$ cat src/rtl/naive_intt.sv
// Sequential O(N^2) inverse NTT: one modular multiply-accumulate per cycle, single result buffer.
// Define NAIVE_INTT_SCALE_EN to scale each output by n_inv; otherwise the result is N times the inverse.
module naive_intt #(
    parameter int N = 8,
    parameter int W = 8
) (
    input  logic           clk,
    input  logic           rst,
    input  logic           in_valid,
    output logic           in_ready,
    input  logic [N*W-1:0] data_in,
    input  logic [W-1:0]   omega_inv,
    input  logic [W-1:0]   n_inv,
    input  logic [W-1:0]   mod,
    output logic           out_valid,
    input  logic           out_ready,
    output logic [N*W-1:0] data_out,
    output logic           busy
);
    localparam int CW = (N > 1) ? $clog2(N) : 1;
    localparam int PW = 2 * W + 1;

    typedef enum logic [1:0] {IDLE, MAC, SCALE, DONE} state_t;

    state_t        state;
    logic [W-1:0]  x [N];
    logic [W-1:0]  q;
    logic [W-1:0]  omega_r;
    logic [W-1:0]  acc;
    logic [W-1:0]  w;
    logic [W-1:0]  step;
    logic [CW-1:0] i;
    logic [CW-1:0] j;
    logic          accept;
    logic [W-1:0]  acc_next;
    logic [W-1:0]  w_next;
    logic [W-1:0]  step_next;
    logic [W-1:0]  y_val;

    // A modulus below 2 forces every reduced value to zero, which also keeps % away from a zero divisor.
    function automatic logic [W-1:0] reduce(input logic [PW-1:0] a, input logic [W-1:0] m);
        if (m < W'(2)) return '0;
        return W'(a % PW'(m));
    endfunction

    assign accept    = in_valid && in_ready;
    assign acc_next  = reduce(PW'(acc) + PW'(x[j]) * PW'(w), q);
    assign w_next    = reduce(PW'(w) * PW'(step), q);
    assign step_next = reduce(PW'(step) * PW'(omega_r), q);

`ifdef NAIVE_INTT_SCALE_EN
    logic [W-1:0] n_inv_r;

    always_ff @(posedge clk) begin
        if (accept) n_inv_r <= n_inv;
    end

    assign y_val = reduce(PW'(acc) * PW'(n_inv_r), q);
`else
    logic unused_n_inv;

    assign unused_n_inv = ^n_inv;
    assign y_val        = acc;
`endif

    // NOTE: operand storage has no reset; it is only read after an accept has loaded it.
    always_ff @(posedge clk) begin
        if (accept) begin
            q       <= mod;
            omega_r <= omega_inv;
            for (int k = 0; k < N; k++) begin
                x[k] <= reduce(PW'(data_in[k*W +: W]), mod);
            end
        end
    end

    always_ff @(posedge clk or posedge rst) begin
        if (rst) begin
            state     <= IDLE;
            in_ready  <= 1'b1;
            out_valid <= 1'b0;
            busy      <= 1'b0;
            data_out  <= '0;
            acc       <= '0;
            w         <= '0;
            step      <= '0;
            i         <= '0;
            j         <= '0;
        end else begin
            case (state)
                IDLE: begin
                    if (accept) begin
                        i        <= '0;
                        j        <= '0;
                        acc      <= '0;
                        w        <= W'(1);
                        step     <= W'(1);
                        busy     <= 1'b1;
                        in_ready <= 1'b0;
                        state    <= MAC;
                    end
                end
                MAC: begin
                    acc <= acc_next;
                    w   <= w_next;
                    j   <= j + 1'b1;
                    if (j == CW'(N - 1)) state <= SCALE;
                end
                SCALE: begin
                    data_out[int'(i)*W +: W] <= y_val;
                    step <= step_next;
                    acc  <= '0;
                    w    <= W'(1);
                    j    <= '0;
                    i    <= i + 1'b1;
                    if (i == CW'(N - 1)) begin
                        out_valid <= 1'b1;
                        busy      <= 1'b0;
                        state     <= DONE;
                    end else begin
                        state <= MAC;
                    end
                end
                DONE: begin
                    if (out_ready) begin
                        out_valid <= 1'b0;
                        in_ready  <= 1'b1;
                        state     <= IDLE;
                    end
                end
                default: state <= IDLE;
            endcase
        end
    end
endmodule

$ cat config.mk
export PLATFORM = sky130hd
export DESIGN_NAME = naive_intt
export DESIGN_NICKNAME = d
export VERILOG_FILES = /design/src/rtl/naive_intt.sv
export SDC_FILE = /design/constraint.sdc
export NUM_CORES = 2
export LEC_CHECK = 0
export BUFFER_PORTS_ARGS = -buffer_cell sky130_fd_sc_hd__clkbuf_2
export CAP_MARGIN = 15
export CORE_ASPECT_RATIO = 1.1
export CORE_MARGIN = 8
export CORE_UTILIZATION = 61
export CTS_CLUSTER_DIAMETER = 30
export DETAILED_ROUTE_END_ITERATION = 12
export PLACE_DENSITY = 0.78
export SLEW_MARGIN = 20
export SYNTH_ARGS = -nofsm -noshare
export SYNTH_HDL_FRONTEND = slang
export SYNTH_SLANG_ARGS = --single-unit
$ cat constraint.sdc
create_clock -name clk -period 42.6 [get_ports clk]
set_input_delay 4.26 -clock clk [delete_from_list [all_inputs] [get_ports clk]]
set_output_delay 4.26 -clock clk [all_outputs]
set_load 0.01 [all_outputs]
==> flow_metrics.tcl <==
set metrics [dict create \
    status "completed" \
    ys_types 142 \
    ant_nets 0 \
    rows 138 \
    crit_path_start_kind "primary input" \
    clockBufferDepth 2 \
    ctsHoldBuffers 0 \
    maxSlewViolCount 0 \
    postPlaceCellArea_um2 81490 \
    drcViolationCount 0 \
    clk_latency_ns 0.50 \
    synth.most_common_cell "ha_1" \
    slowest_delay_ns 0.53 \
    r2r_cells 179 \
    core_um2 128300 \
    critPathBufInv 7 \
    path_depth 147 \
    ys_warn_count 0 \
    setup_viol 0 \
    cts_sinks 179 \
    grt_pass1_wl_um 377100 \
    ioPinCount 159 \
    first_iter_violations 5474 \
    place_congestion 0.9386 \
    via_per_inst 6.661 \
    grt-ovfl-total 0 \
    cp_common_cell "o21a_1" \
    reg2reg_setup_slack_ns 2.54 \
    synth-edff-count 80 \
    yosysTopAreaCellShare_pct 21.04 \
    max_freq_mhz 24.87 \
    avgSynthCellArea_um2 7.504 \
    final_cell_area_um2 82870 \
    ys_async_sr_fraction_pct 55.31 \
    die_h_um 392.5 \
    grt_max_degree 98 \
    syn-cell-area_um2 78610 \
    synth_top_area_cell "ha_1" \
    synth_seq_cells 179 \
    stdcell_count 12309 \
    max_slew_margin_pct 24.04 \
    r2r_end "acc[1]$_DFFE_PP0P_" \
    netlist_top_cells_area "ha_1 21%, o21a_1 6.4%, nor3_1 4.7%" \
    synth_cells 10475 \
    endpoint "x[4][1]$_SDFFCE_PN0P_" \
    tightest_slew_ns 1.111 \
    cts_tree "built" \
    worstPathRequired_ns 42.84 \
    vias 81995 \
    final-hold-violation-count 0 \
    dieArea_um2 140600 \
    htreeDepth 4 \
    area_delta_synth_final_pct 5.417 \
    fin_tns_setup_ns 0 \
    die_x_um 358.3 \
    drt_first_pass_iters 6 \
    path_clk_slew_ns 0.07 \
    finalCriticalPeriod_ns 40.20 \
    final.setup_skew_ns 0.01447 \
    cts_made_buffers 17 \
    hold_ws_ns 0.4892 \
    rsz0062_at_grt "true" \
    startpoint "mod[1]" \
    antenna_found_initial 14 \
    worst_hold_startpoint "data_out[15]$_DFFE_PP0P_" \
    clock-root-buffer "clkbuf_16" \
    reg2reg_from "j[0]$_DFFE_PP0P_" \
    grt_pass1_vias 79252 \
    start_util_pct 61.27 \
    cpLargestDelayFamily "compound AO/OA/AOI/OAI gates" \
    cp_max_fo 33 \
    synth-seq-area-share_pct 6.209 \
    synth_commonest_cells "1322 x ha_1, 930 x nand2_1, 879 x nor2_1, 736 x nor3_1, 669 x o21a_1" \
    fin_nets 12146 \
    routed_wl_um 232300 \
    synth_ff_type "dfrtp_1" \
    critPathArrivalTime_ns 40.45 \
    grt_usage_pct 31.27 \
    min_path_type "reg2reg" \
    end_kind "flop" \
    maxCapViolCount 0 \
    io_buffers 150 \
    min_period_over_period_pct 94.37 \
    drive_gt1_share_pct 9.484 \
    wl_per_cell_um 18.87 \
    dp_cells 12227 \
    slowest_stage "buf_4" \
    hpwlAfterDp_um 181900 \
    critPathKind "in2reg" \
]
[kinds of logic after synthesis]
logic type	Yosys count	share of synthesized area, %
compound gates	3375	30.02
xor+xnor	431	4.802
fa+ha+maj	1454	24.34
buf+inv	681	3.392
flops	179	6.209
mux	485	6.930
other cells	1	0.004771
simple gates	3869	24.31
[flip-flops by register name, summed over array words and instances, names as in the netlist]
signal and count:
w 8, acc 8, out_valid 1, data_out 64, i 3, q 8
step 8, busy 1, state 2, in_ready 1, x 64, j 3
omega_r 8
[routing by layer]
layer	wire length [um]	up-vias	track usage, %
li1	-	40064	-
met4	11310	6	14.40
met3	11810	712	2.849
met1	95150	38746	36.64
met2	114000	2467	57.26
met5	41	-	0
[worst register-to-register path: cells and delay by family (launching register included)]
kind            cells  cell delay [ns]
xor+xnor            1             0.21
fa+ha+maj          22             7.37
simple gates       40             7.73
compound gates     96            19.69
buf+inv            13             1.88
mux                 7             2.50
flops               1             0.56
[cell usage in the layout (no fill, tap or decap), drive strengths merged, types with 80 or more instances in the layout]
master	instances
a21o	330
o21a	669
a211oi	119
nand2b	137
xnor2	271
o31ai	263
inv	439
or3	115
xor2	160
nor3	745
nor2b	120
fa	127
edfxtp	80
nand3	220
dfrtp	98
mux2i	171
mux2	298
nor2	883
o21ai	608
nand4	143
nand2	932
or2	109
and2	150
a31oi	82
ha	1322
o211ai	87
clkbuf	176
buf	129
a21oi	548
[worst min path at each step]
stage	endpoint	slack (ns)	depth (start not counted)
4_1_cts	data_out[15]$_DFFE_PP0P_	0.49	2
2_1_floorplan	data_out[42]$_DFFE_PP0P_	0.52	2
3_5_place_dp	data_out[15]$_DFFE_PP0P_	0.47	2
3_3_place_gp	data_out[47]$_DFFE_PP0P_	0.46	2
6_report	data_out[15]$_DFFE_PP0P_	0.49	2
5_1_grt	data_out[31]$_DFFE_PP0P_	0.52	2
[per-stage QoR]
stage | util, % | worst slack (ns)
after floorplan | - | 2.808
after global placement | 63.52 | 1.121
after detailed placement | 63.52 | 0.5010
after CTS | 63.97 | 0.2645
after global routing | 64.58 | -0.1276
final | 64.59 | 2.398
[final cells by class]
class                   count  area (um^2)
diodes                     11        27.53
clock buffers              25        519.2
clock inverters             7        58.81
fillers                 11383        45420
inverters                 439         1697
multi-input cells        9688        71770
flip-flops and latches    179         4916
well taps                1680         2102
repair buffers            280         1779
[what timing repair did]
action,4_1_cts,5_1_grt
gates resized for setup,0,115
setup endpoints to repair,0,72
setup buffers,0,38
Power is left out: the tool's default activity adds up to more than one toggle a clock period on the data nets, which glitch-free logic cannot reach.
